### src/rtl/s3_context_store.sv
`default_nettype none
// ============================================================================
// Module   : s3_context_store
// Purpose  : DEPTH-entry circular FIFO of ALU context records
//            {result, a, b, opcode} with an S3 entry/retain/exit sequencer.
//            The contents survive S3. pg_ready tells power management that
//            the store is quiescent and safe to gate.
// Ports    : clk, reset (async, active-low)
//            s3_state             S3 request level
//            wr_en, wr_*          push a record
//            rd_en                pop the oldest record
//            rd_*, rd_valid       popped record, valid one cycle after rd_en
//            count, full, empty   occupancy, registered
//            pg_ready             high while in RETAIN
//            restore_done         pulse on EXIT -> ACTIVE
//            err                  pulse on a rejected write, an overwrite
//                                 drop, or an access outside ACTIVE
//            state                0 ACTIVE, 1 ENTRY, 2 RETAIN, 3 EXIT
// Revision : 1.0  initial release
// ============================================================================
module s3_context_store #(
  parameter int DATA_W    = 4,
  parameter int OP_W      = 2,
  parameter int DEPTH     = 8,
  parameter int ENTRY_DLY = 4,
  parameter int EXIT_DLY  = 4,
  parameter int OVERWRITE = 0
) (
  input  logic                       clk,
  input  logic                       reset,
  input  logic                       s3_state,
  input  logic                       wr_en,
  input  logic [DATA_W-1:0]          wr_result,
  input  logic [DATA_W-1:0]          wr_a,
  input  logic [DATA_W-1:0]          wr_b,
  input  logic [OP_W-1:0]            wr_opcode,
  input  logic                       rd_en,
  output logic [DATA_W-1:0]          rd_result,
  output logic [DATA_W-1:0]          rd_a,
  output logic [DATA_W-1:0]          rd_b,
  output logic [OP_W-1:0]            rd_opcode,
  output logic                       rd_valid,
  output logic [$clog2(DEPTH+1)-1:0] count,
  output logic                       full,
  output logic                       empty,
  output logic                       pg_ready,
  output logic                       restore_done,
  output logic                       err,
  output logic [1:0]                 state
);

  localparam int AW    = $clog2(DEPTH);
  localparam int CW    = $clog2(DEPTH + 1);
  localparam int REC_W = 3 * DATA_W + OP_W;
  localparam int MAXD  = (ENTRY_DLY > EXIT_DLY) ? ENTRY_DLY : EXIT_DLY;
  localparam int TW    = $clog2(MAXD + 1);

  localparam logic [AW-1:0] PTR_LAST    = AW'(DEPTH - 1);
  localparam logic [CW-1:0] CNT_FULL    = CW'(DEPTH);
  localparam logic [TW-1:0] ENTRY_LAST  = TW'(ENTRY_DLY - 1);
  localparam logic [TW-1:0] EXIT_LAST   = TW'(EXIT_DLY - 1);

  typedef enum logic [1:0] {
    ST_ACTIVE = 2'd0,
    ST_ENTRY  = 2'd1,
    ST_RETAIN = 2'd2,
    ST_EXIT   = 2'd3
  } state_e;

  state_e                state_q;
  logic [TW-1:0]         tmr_q;
  logic [AW-1:0]         wr_ptr_q;
  logic [AW-1:0]         rd_ptr_q;
  logic [CW-1:0]         count_q;
  logic [CW-1:0]         count_d;
  logic                  full_q;
  logic                  empty_q;
  logic                  rd_valid_q;
  logic                  pg_ready_q;
  logic                  restore_done_q;
  logic                  err_q;
  logic [DATA_W-1:0]     rd_result_q;
  logic [DATA_W-1:0]     rd_a_q;
  logic [DATA_W-1:0]     rd_b_q;
  logic [OP_W-1:0]       rd_opcode_q;
  logic [REC_W-1:0]      mem_q [DEPTH];

  logic active;
  logic do_rd;
  logic do_wr;
  logic wr_when_full;
  logic drop_oldest;
  logic err_d;

  function automatic logic [AW-1:0] ptr_inc(input logic [AW-1:0] p);
    return (p == PTR_LAST) ? '0 : p + AW'(1);
  endfunction

  always_comb begin
    active       = (state_q == ST_ACTIVE);
    do_rd        = active && rd_en && !empty_q;
    // A simultaneous pop frees a slot, so only a lone write into a full store
    // is rejected or overwrites.
    wr_when_full = active && wr_en && full_q && !rd_en;
    drop_oldest  = wr_when_full && (OVERWRITE != 0);
    do_wr        = active && wr_en && (!full_q || rd_en || (OVERWRITE != 0));
    err_d        = (!active && (wr_en || rd_en)) || wr_when_full;

    count_d = count_q;
    if (do_wr && !do_rd && !drop_oldest) begin
      count_d = count_q + CW'(1);
    end else if (do_rd && !do_wr) begin
      count_d = count_q - CW'(1);
    end
  end

  // Record storage carries no reset; its contents are meaningless until
  // written and the pointers reset instead.
  always_ff @(posedge clk) begin
    if (do_wr) begin
      mem_q[wr_ptr_q] <= {wr_result, wr_a, wr_b, wr_opcode};
    end
  end

  always_ff @(posedge clk or negedge reset) begin
    if (!reset) begin
      state_q        <= ST_ACTIVE;
      tmr_q          <= '0;
      wr_ptr_q       <= '0;
      rd_ptr_q       <= '0;
      count_q        <= '0;
      full_q         <= 1'b0;
      empty_q        <= 1'b1;
      rd_valid_q     <= 1'b0;
      pg_ready_q     <= 1'b0;
      restore_done_q <= 1'b0;
      err_q          <= 1'b0;
      rd_result_q    <= '0;
      rd_a_q         <= '0;
      rd_b_q         <= '0;
      rd_opcode_q    <= '0;
    end else begin
      // FIFO datapath
      if (do_wr) begin
        wr_ptr_q <= ptr_inc(wr_ptr_q);
      end
      if (do_rd || drop_oldest) begin
        rd_ptr_q <= ptr_inc(rd_ptr_q);
      end
      if (do_rd) begin
        {rd_result_q, rd_a_q, rd_b_q, rd_opcode_q} <= mem_q[rd_ptr_q];
      end
      count_q        <= count_d;
      full_q         <= (count_d == CNT_FULL);
      empty_q        <= (count_d == '0);
      rd_valid_q     <= do_rd;
      err_q          <= err_d;
      restore_done_q <= 1'b0;

      // S3 sequencer
      case (state_q)
        ST_ACTIVE: begin
          if (s3_state) begin
            state_q <= ST_ENTRY;
            tmr_q   <= '0;
          end
        end
        ST_ENTRY: begin
          // A withdrawn request aborts entry without any restore handshake.
          if (!s3_state) begin
            state_q <= ST_ACTIVE;
          end else if (tmr_q == ENTRY_LAST) begin
            state_q    <= ST_RETAIN;
            pg_ready_q <= 1'b1;
          end else begin
            tmr_q <= tmr_q + TW'(1);
          end
        end
        ST_RETAIN: begin
          if (!s3_state) begin
            state_q    <= ST_EXIT;
            pg_ready_q <= 1'b0;
            tmr_q      <= '0;
          end
        end
        ST_EXIT: begin
          if (tmr_q == EXIT_LAST) begin
            state_q        <= ST_ACTIVE;
            restore_done_q <= 1'b1;
          end else begin
            tmr_q <= tmr_q + TW'(1);
          end
        end
        default: begin
          state_q <= ST_ACTIVE;
        end
      endcase
    end
  end

  assign rd_result    = rd_result_q;
  assign rd_a         = rd_a_q;
  assign rd_b         = rd_b_q;
  assign rd_opcode    = rd_opcode_q;
  assign rd_valid     = rd_valid_q;
  assign count        = count_q;
  assign full         = full_q;
  assign empty        = empty_q;
  assign pg_ready     = pg_ready_q;
  assign restore_done = restore_done_q;
  assign err          = err_q;
  assign state        = state_q;

endmodule
`default_nettype wire

### config.mk
export PLATFORM = sky130hd
export DESIGN_NAME = s3_context_store
export DESIGN_NICKNAME = d
export VERILOG_FILES = /design/src/rtl/s3_context_store.sv
export SDC_FILE = /design/constraint.sdc
export NUM_CORES = 1
export LEC_CHECK = 0
export CAP_MARGIN = 10
export CORE_UTILIZATION = 31
export CTS_BUF_LIST = sky130_fd_sc_hd__clkbuf_4 sky130_fd_sc_hd__clkbuf_8
export DETAILED_ROUTE_END_ITERATION = 16
export MAX_ROUTING_LAYER = met4
export SLEW_MARGIN = 20
export SYNTH_ARGS = -nofsm -noshare
export SYNTH_HDL_FRONTEND = slang
export SYNTH_SLANG_ARGS = --single-unit
### constraint.sdc
create_clock -name clk -period 3.2 [get_ports clk]
set_clock_uncertainty 0.15 [all_clocks]
set_input_delay 0.32 -clock clk [delete_from_list [all_inputs] [get_ports clk]]
set_output_delay 0.32 -clock clk [all_outputs]
set_load 0.01 [all_outputs]
== Yosys cells after proc, flatten, opt, wreduce, memory -nomap -nowiden ==
Memories as Yosys holds them, arrays and structs flattened. A register that Yosys moved wholly into a read port is not among the register bits.
Cells that the tools add are included.

* Add/sub/neg operators: 5
* Multipliers: 0
* Div/mod/pow operators: 0
* Order comparisons: 0
* Equal/unequal tests: 13
* Shifts and indexed selects: 0
* Mux-type cells: 23
* Bitwise operators: 0
* Reduce and logical (&&, ||, !) cells: 25

{| class="wikitable"
|+ Operators by type and width
! kind !! count
|-
| $mux 3 || 6
|-
| $pmux 3 s4 || 1
|-
| $mux 2 || 5
|-
| $ne 2x2->1 const B || 5
|-
| $add 3x1->3 const B || 3
|-
| $logic_and 1x1->1 || 9
|-
| $mux 4 || 2
|-
| $pmux 2 s4 || 1
|-
| $reduce_and 4->1 || 2
|-
| $logic_not 1->1 || 7
|-
| $mux 1 || 7
|-
| $eq 3x3->1 const B || 2
|-
| $add 4x1->4 const B || 1
|-
| $eq 2x2->1 const B || 2
|-
| $eq 4x4->1 const B || 1
|-
| $logic_not 4->1 || 1
|-
| $sub 4x1->4 const B || 1
|-
| $eq 3x2->1 const B || 1
|-
| $logic_or 1x1->1 || 3
|-
| $ne 3x3->1 const B || 1
|-
| $reduce_and 3->1 || 1
|-
| $eq 2x1->1 const B || 1
|-
| $logic_not 2->1 || 1
|-
| $pmux 1 s2 || 1
|-
| $reduce_bool 2->1 || 1
|}

* Flip-flop bits (word level): 21
* Bits in latches: 0
* RAM bits: 112
* Memory bits (read-only): 0
* Input port bits: 19
* Memories kept: 1

{| class="wikitable"
|+ Memory list
! name !! words !! bits a word !! rd ports !! clocked after Yosys merged registers in !! wr ports !! line !! RTL
|-
| mem_q || 8 || 14 || 1 || 1 || 1 || 86 || <nowiki>logic [REC_W-1:0] mem_q [DEPTH];</nowiki>
|}

== Longest topological paths before layout ==
Gate-level depths: netlist of the first run.

* Depth in word-level cells: 8
* Gate-level depth with buffers: 7
* Gate-level depth less buffers: 6

== Worst setup path before layout of the first run ==
No wires, ideal clock.

* Path kind: reg2reg
* Start: reg with a tool-made name
* End: mem mem_q[0][0] in the netlist's numbering, enable pin
* Arrival time: 2.392 ns
* Data required time: 2.629 ns
* Setup slack: 0.237 ns
* Cell stages (with the launch flop): 5
* Buffers on the path: 1
* Clock period less this slack: 2.963 ns
* Cells stage by stage: dfrtp_1 > buf_6 > nor2_1 > nand3_1 > nor4_1

{| class="wikitable"
|+ RTL lines
! item !! line
|-
| to (decl) || 86
|}

== Worst setup path in the final report of the first run ==
* Start: reg state_q[0] (netlist: state[0])
* End: reg empty_q (netlist: empty)

* Longest elaborated chain between the ends: 8

{| class="wikitable"
|+ Ends and longest elaborated chain
! item !! line !! RTL
|-
| from (decl) || 70 || <nowiki>state_e state_q;</nowiki>
|-
| from (signal assigned) || 127 || <nowiki>state_q <= ST_ACTIVE;</nowiki>
|-
| from (signal assigned) || 164 || <nowiki>state_q <= ST_ENTRY;</nowiki>
|-
| from (signal assigned) || 171 || <nowiki>state_q <= ST_ACTIVE;</nowiki>
|-
| $logic_not 2->1 * || 100 || <nowiki>active = (state_q == ST_ACTIVE);</nowiki>
|-
| $logic_and 1x1->1 (2 in series) || 106 || <nowiki>do_wr = active && wr_en && (!full_q || rd_en || (OVERWRITE != 0));</nowiki>
|-
| $logic_not 1->1 || 112 || <nowiki>end else if (do_rd && !do_wr) begin</nowiki>
|-
| $logic_and 1x1->1 || 112 ||
|-
| $mux 4 || 112 ||
|-
| $mux 4 * || 110 || <nowiki>if (do_wr && !do_rd && !drop_oldest) begin</nowiki>
|-
| via count_d[2] || 75 || <nowiki>logic [CW-1:0] count_d;</nowiki>
|-
| $logic_not 4->1 * || 155 || <nowiki>empty_q <= (count_d == '0);</nowiki>
|-
| to (signal assigned) || 155 ||
|-
| to (decl) || 77 || <nowiki>logic empty_q;</nowiki>
|}

The timed path passes the listed nets; every way through them passes the cells marked *.
A chain may end at the register's enable or synchronous reset.

==> metrics.md, run 1 <==
| Metric | Value |
|---|---|
| Final nets | `405` |
| Worst path cell trace | `or4b_4 > nor2_8 > a22oi_1 > xnor2_2 > nor3_1` |
| Status | `finished with violations` |
| Worst Setup Path Type | `reg2reg` |
| Mean Syn Cell Area | `18.2 µm²` |
| Finished Core Util | `0.389` |
| Die Wd | `139 µm` |
| Combinational group share of total power | `0.275` |
| Syn_nets | `345` |
| # port buffers | `44` |
| DRT iter0 DRCs | `186` |
| Place WS | `0.692 ns` |
| CP max stage cell | `or4b_4` |
| Vias in the first global route | `3,160` |
| GRT overflow | `0` |
| Slew headroom | `0.448` |
| Core Box Area | `0.0181 mm²` |
| WP buf/inv | `0` |
| Area growth syn-to-layout | `21.9%` |
| Clock-pin slew on the worst setup and hold paths | `0.08 ns` |
| CTS tree | `done` |
| CP max FO | `35` |
| Worst Max-Slew Pin Slew | `0.828 ns` |
| Largest net degree at the start of global routing | `36` |
| Sw Ratio | `0.289` |
| DPL Wire Length | `6480 µm` |
| DR WL/cell | `17.4 µm` |
| HP Class | `reg2reg` |
| Post-Syn Area | `0.00579 mm²` |
| RSZ-0062 raised after global routing | `false` |
| Cells resized by post-CTS repair | `0` |
| Total GRT Usage | `0.124` |
| Yosys warns | `0` |
| Part of the cycle the worst path needs | `0.710` |
| Residual DRC count | `2` |
| Final worst setup slack | `0.928 ns` |
| Worst Path Required | `3.41 ns` |
| Failing checks | `DRC` |
| Final Max Tran Viols | `0` |
| Layout cells sized above 1 | `0.220` |
| Delay-heaviest family, CP | `simple AND/OR/NAND/NOR gates` |
| Antenna Nets Post-Route | `0` |
| Leakage Power | `2.48 nW` |
| Die ar. | `0.0192 mm²` |
| Max-cap violations | `0` |
| Clock network latency to the later pin of the worst-skew pair | `0.43 ns` |
| Power density cells | `849 mW/mm²` |
| Critical Path Start Type | `flop` |
| Worst endpoint data arrival time | `2.48 ns` |
| Routed WL | `10,800 µm` |
| Initial antenna violation count | `0` |
| CP peak stage delay | `0.81 ns` |
| Clock Power Share | `0.287` |
| H-Tree Depth | `4` |
| Starting density of the core | `0.319` |
| Setup tns final | `0 ns` |
| Final Hold Violating Endpoints | `0` |
| Minimum clock period after layout | `2.27 ns` |
| Maximum VDD drop | `0.310 mV` |
| Placer Congestion | `0.723` |
| Int Power | `4.26 mW` |
| First-pass GRT wire length | `17,300 µm` |
| Synth Register Bits | `147` |
| CTS Buf Count | `17` |
| Cell row count | `49` |
| Synth unique cells | `36` |
| Synth Instances | `318` |
| Via count | `2,980` |
| 1st-pass router iterations | `10` |
| CTS max path bufs | `2` |
| CP Capture Type | `flop` |
| Reg power frac | `0.438` |
| Io pins | `45` |
| Clock sink count | `147` |
| Clock root cell | `clkbuf_8` |
| Fmax | `440 MHz` |
| # diodes | `0` |
| Register area share after synthesis | `0.732` |
| Chip Height | `139 µm` |
| Final setup fails | `0` |
| Vias per std cell | `4.81` |
| Sw power | `1.73 mW` |
## sequential cells by signal, indices dropped and copies added, names as in the netlist, named ones only
name,cells
rd_ptr_q,3
err,1
mem_q,112
pg_ready,1
tmr_q,3
rd_b,4
state,1
rd_opcode,2
restore_done,1
full,1
rd_valid,1
count,4
empty,1
rd_a,4
rd_result,4
wr_ptr_q,3
## per-layer routing
layer	wire length (µm)	GRT usage	vias to the layer above
li1	-	-	1358
met1	4850	0.156	1546
met2	5330	0.197	69
met3	487	0.0318	7
met4	96	0.0421	0
met5	0	-	-
## stage by stage
step	hold WS [ns]	cell area (µm²)	power (mW)	cells
after floorplan	-0.126	5790	3.68	318
after global placement	0.325	6560	4.29	587
after detailed placement	0.329	6560	4.35	587
after CTS	0.348	7050	6.07	620
after global routing	0.376	7050	6.33	620
final	0.346	7050	5.99	620
## logic make-up after synthesis
logic type               Yosys count  share of synthesized area
AND/OR/NAND/NOR                   63                     0.0555
multiplexers                      44                      0.137
XOR/XNOR                           3                    0.00713
flip-flops                       147                      0.732
adder cells (fa/ha/maj)            8                     0.0173
buffers and inverters             20                     0.0164
AO/OA/AOI/OAI                     33                     0.0341
## cells in the mapped netlist
cell type  instances  share of area
or4b_4             1         0.0024
a21boi_0           1         0.0013
nor2_1             8         0.0052
mux2_2             2         0.0039
nor4_1             2         0.0022
o21ai_0           20          0.017
buf_6              2         0.0039
xnor2_2            2         0.0056
ha_1               8          0.017
dfrtp_1           34           0.15
nor3_1             9         0.0078
edfxtp_1         112           0.58
a22oi_1            1         0.0013
nand2b_1           5         0.0054
a221o_1            2         0.0035
nand4_1            1         0.0011
a21oi_1            4         0.0035
nor2b_1            1         0.0011
mux2i_1           14          0.024
xnor2_1            1         0.0015
nand3b_1           1         0.0013
a31oi_1            1         0.0011
clkbuf_1           9         0.0058
and4_1             1         0.0015
nor3b_2            1         0.0022
nand3_1            2         0.0017
mux4_2            28           0.11
and3_1             2         0.0022
inv_1              5         0.0032
buf_2              4         0.0035
a21o_1             2         0.0026
a22o_1             1         0.0015
dfstp_2            1         0.0045
a22oi_2            1         0.0022
nand2_1           28          0.018
nor2_8             1         0.0035
## path summary, 6_finish.rpt
path                              startpoint  slack [ns]  cells past startpoint      endpoint
max in group asynchronous              reset        1.95                      2   rd_ptr_q[0]
worst max-delay path                state[0]        0.93                      5         empty
worst min register to register  rd_opcode[0]        0.35                      2  rd_opcode[0]
min in group asynchronous              reset        0.37                      2          full
worst min-delay path            rd_opcode[0]        0.35                      2  rd_opcode[0]
worst max register to register      state[0]        0.93                      5         empty
## tightest hold or removal path: cells and delay by family (launching register included)
kind,cells,cell delay [ns]
AOI/OAI and AO/OA,1,0.06
DFF,1,0.35
and+or+nand+nor,1,0.05
## cells in the final DEF (no fill, tap or decap), types with 2 or more instances in the layout
cell type and n:
clkdlybuf4s50_1 43, nand2_1 28, mux2i_1 14, mux2_2 2
a21o_1 2, o21ai_0 20, clkinv_4 4, nor2_1 8
xnor2_2 2, a21oi_1 4, edfxtp_1 112, inv_6 2
a221o_1 2, ha_1 8, dfrtp_1 33, mux4_2 28
nor3_1 5, nand3_1 2, nor3_2 4, clkbuf_8 17
bufinv_16 6, buf_4 10, nand2b_1 5, inv_1 5
and3_1 2
## final cells by class
class,count,area (µm²)
clock buffers,17,234
multi-input cells,151,1480
clock inverters,15,253
flip-flops and latches,147,4240
inverters,5,18.8
well taps,229,287
fillers,1669,11100
repair buffers,56,541
## power groups by stage
| stage | clock [mW] | sequential, mW | combinational [mW] |
|---|---|---|---|
| 2_1_floorplan | 0 | 2.61 | 1.07 |
| 5_1_grt | 1.85 | 2.67 | 1.81 |
| 4_1_cts | 1.76 | 2.63 | 1.68 |
| 6_report | 1.72 | 2.62 | 1.65 |
| 3_3_place_gp | 0 | 2.65 | 1.64 |
| 3_5_place_dp | 0 | 2.67 | 1.68 |
## repair_timing
action | 4_1_cts | 5_1_grt
setup buffers | 0 | 0
hold buffers | 1 | 0
hold endpoints to repair | 34 | 0
endpoints found under the setup margin | 0 | 0
Note: power is estimated with default switching activity, not from simulation.
==> inputs of run 2 (changes only) <==
==> constraint.sdc (replaced) <==
create_clock -name clk -period 2.25 [get_ports clk]
set_clock_uncertainty 0.15 [all_clocks]
set_input_delay 0.225 -clock clk [delete_from_list [all_inputs] [get_ports clk]]
set_output_delay 0.225 -clock clk [all_outputs]
set_load 0.01 [all_outputs]
==> metrics.md, run 2 (synthesis gave the netlist of run 1 again) <==
| Metric | Value |
|---|---|
| Worst Setup Path Type | `reg2reg` |
| Clock sink count | `147 (unchanged)` |
| GRT overflow | `0 (unchanged)` |
| Fin area | `0.00711 mm² (+0.74%)` |
| Max-cap violations | `0 (unchanged)` |
| Vias per std cell | `4.66 (-3.0%)` |
| CP peak stage delay | `0.48 ns (-0.33 ns)` |
| Antenna Nets Post-Route | `0 (unchanged)` |
| Delay-heaviest family, CP | `simple AND/OR/NAND/NOR gates` |
| Largest reg by FF count | `mem_q` |
| Final setup fails | `0 (unchanged)` |
| Setup tns final | `0 ns (unchanged)` |
| Inst Count DP | `602 (+2.6%)` |
| Commonest non-fill, non-tap cells in the layout | `edfxtp_1, clkdlybuf4s50_1, dfrtp_1` |
| Clock Power Share | `0.245 (-0.042)` |
| Final Max Tran Viols | `0 (unchanged)` |
| Final nets | `420 (+3.7%)` |
| Critical path depth | `4 (-1)` |
| CP max FO | `10 (-71%)` |
| Maximum VDD drop | `0.372 mV (+20%)` |
| Final Hold Violating Endpoints | `0 (unchanged)` |
| Final worst setup slack | `0.186 ns (-0.742 ns)` |
| Largest net degree at the start of global routing | `36 (unchanged)` |
| CP max stage cell | `dfrtp_1` |
| Area growth syn-to-layout | `22.8%` |
| CTS tree | `done` |
| Sw Ratio | `0.305 (+0.0154)` |
| FF-to-FF path depth | `4 (-1)` |
| Total GRT Usage | `0.130 (+0.00531)` |
| Clock network latency to the later pin of the worst-skew pair | `0.43 ns (about the same)` |
| First-pass GRT wire length | `17,700 µm (+2.7%)` |
| CP Capture Type | `flop` |
| Leakage Power | `2.51 nW (+1.5%)` |
| DR WL/cell | `17.6 µm (+1.6%)` |
| Chip Height | `139 µm (unchanged)` |
| CTS Buf Count | `17 (unchanged)` |
| Worst R2R Setup Slack | `0.19 ns (-0.74 ns)` |
| Critical Path Start Type | `flop` |
| H-Tree Depth | `4 (unchanged)` |
| Routed WL | `11,200 µm (+4.0%)` |
| Via count | `2,961 (-0.64%)` |
| Worst path cell trace | `nor2_1 > nand3_1 > nor3_2 > buf_4` |
| Slew headroom | `0.654 (+0.207)` |
| Core Box Area | `0.0181 mm² (unchanged)` |
| Layout cells sized above 1 | `0.246 (+0.0264)` |
| Minimum clock period after layout | `2.06 ns (-0.208 ns)` |
| Cells resized by post-CTS repair | `0 (unchanged)` |
| Reg power frac | `0.451 (+0.013)` |
| Post-DP Area | `0.00670 mm² (+2.2%)` |
| Die ar. | `0.0192 mm² (unchanged)` |
| HP Class | `in2async` |
| Non-Filler Instances | `635 (+2.4%)` |
| # diodes | `0 (unchanged)` |
| RSZ-0062 raised after global routing | `false` |
| DPL Wire Length | `7380 µm (+14%)` |
| Residual DRC count | `3 (+1)` |
| Part of the cycle the worst path needs | `0.917 (+0.207)` |
| Die Wd | `139 µm (unchanged)` |
| Setup crit end | `mem_q[4][2]` |
| Starting density of the core | `0.319 (unchanged)` |
| Vias in the first global route | `3,154 (-0.19%)` |
| Fmax | `484 MHz (+10%)` |
| Cell row count | `49 (unchanged)` |
| Largest register FFs | `112 (unchanged)` |
| DRT iter0 DRCs | `176 (-5.4%)` |
| Failing checks | `DRC` |
| Int Power | `5.71 mW (+34%)` |
| Initial antenna violation count | `0 (unchanged)` |
| Sw power | `2.50 mW (+44%)` |
| Worst endpoint data arrival time | `2.05 ns (-0.43 ns)` |
| Clock root cell | `clkbuf_8` |
| Power density cells | `1160 mW/mm² (+36%)` |
| 1st-pass router iterations | `10 (unchanged)` |
| Fillcell total | `1,640 (-1.7%)` |
| Io pins | `45 (unchanged)` |
| Combinational group share of total power | `0.303 (+0.028)` |
| Worst Path Required | `2.23 ns (-1.18 ns)` |
| Commonest non-fill, non-tap cell in the layout | `edfxtp_1` |
| Placer Congestion | `0.710 (-1.7%)` |
| CTS max path bufs | `2 (unchanged)` |
| Worst Max-Slew Pin Slew | `0.518 ns (-0.310 ns)` |
| Status | `finished with violations` |
| Tot Pwr | `8.21 mW (+37%)` |
| # port buffers | `44 (unchanged)` |
| WP buf/inv | `1 (+1)` |
| Clock-pin slew on the worst setup and hold paths | `0.09 ns (about the same)` |
| FF-to-FF End | `mem_q[4][2]` |
| Place WS | `-0.00483 ns (-0.697 ns)` |
## run 2: changes by cell type in the layout (fill, tap and decap cells not counted)
cell,before,now
bufinv_16,6,2
nor4_2,1,0
nor4_4,0,1
buf_12,1,3
clkinv_1,1,2
clkinv_4,4,2
clkinvlp_4,0,2
inv_6,2,4
clkbuf_4,0,1
buf_4,10,23
## run 2: worst min-delay path, stage by stage
cell and delay [ns]:
dlygate4sd3_1 0.52, buf_2 0.09, buf_4 0.43
## run 2: through the flow
step	hold slack (ns)	utilization
2_1_floorplan	-0.221	-
3_3_place_gp	0.170	0.369
3_5_place_dp	0.183	0.369
4_1_cts	0.235	0.392
5_1_grt	0.249	0.392
6_report	0.238	0.392
## run 2: worst min-delay path by stage
stage | startpoint | end | slack, ns | depth (start not counted)
after floorplan | reset | asynchronous set/reset pin | -0.22 | 0
after global routing | reset | rd_b[1] | 0.25 | 3
after detailed placement | reset | count[2] | 0.18 | 2
after global placement | reset | count[0] | 0.17 | 2
after CTS | reset | rd_a[1] | 0.23 | 3
final | reset | rd_a[1] | 0.24 | 3
## run 2: what timing repair did
action,4_1_cts,5_1_grt
hold buffers,1,0
endpoints found under the hold margin,34,0
endpoints found under the setup margin,0,0
buffers inserted,0,0
## run 2: layer usage
layer,up-vias,global-route usage,share of wire
met5,-,-,0
met4,0,0.0444,0.0041
met3,2,0.0390,0.038
met2,59,0.193,0.47
met1,1508,0.169,0.48
li1,1392,-,-
## run 2: final cells by class
| type | count | area [µm²] | share of cell area |
|---|---|---|---|
| repair buffers | 71 | 678 | 0.0954 |
| flip-flops and latches | 147 | 4240 | 0.597 |
| clock buffers | 18 | 241 | 0.0340 |
| inverters | 5 | 18.8 | 0.00264 |
| clock inverters | 14 | 151 | 0.0213 |
| multi-input cells | 151 | 1490 | 0.210 |
| well taps | 229 | 287 | 0.0403 |
## run 2: power groups by stage
stage	Clock, mW	Combinational (mW)	Sequential (mW)
6_report	2.01	2.49	3.71
3_5_place_dp	0	2.53	3.77
2_1_floorplan	0	1.52	3.72
3_3_place_gp	0	2.47	3.75
5_1_grt	2.19	2.73	3.77
4_1_cts	2.07	2.54	3.72
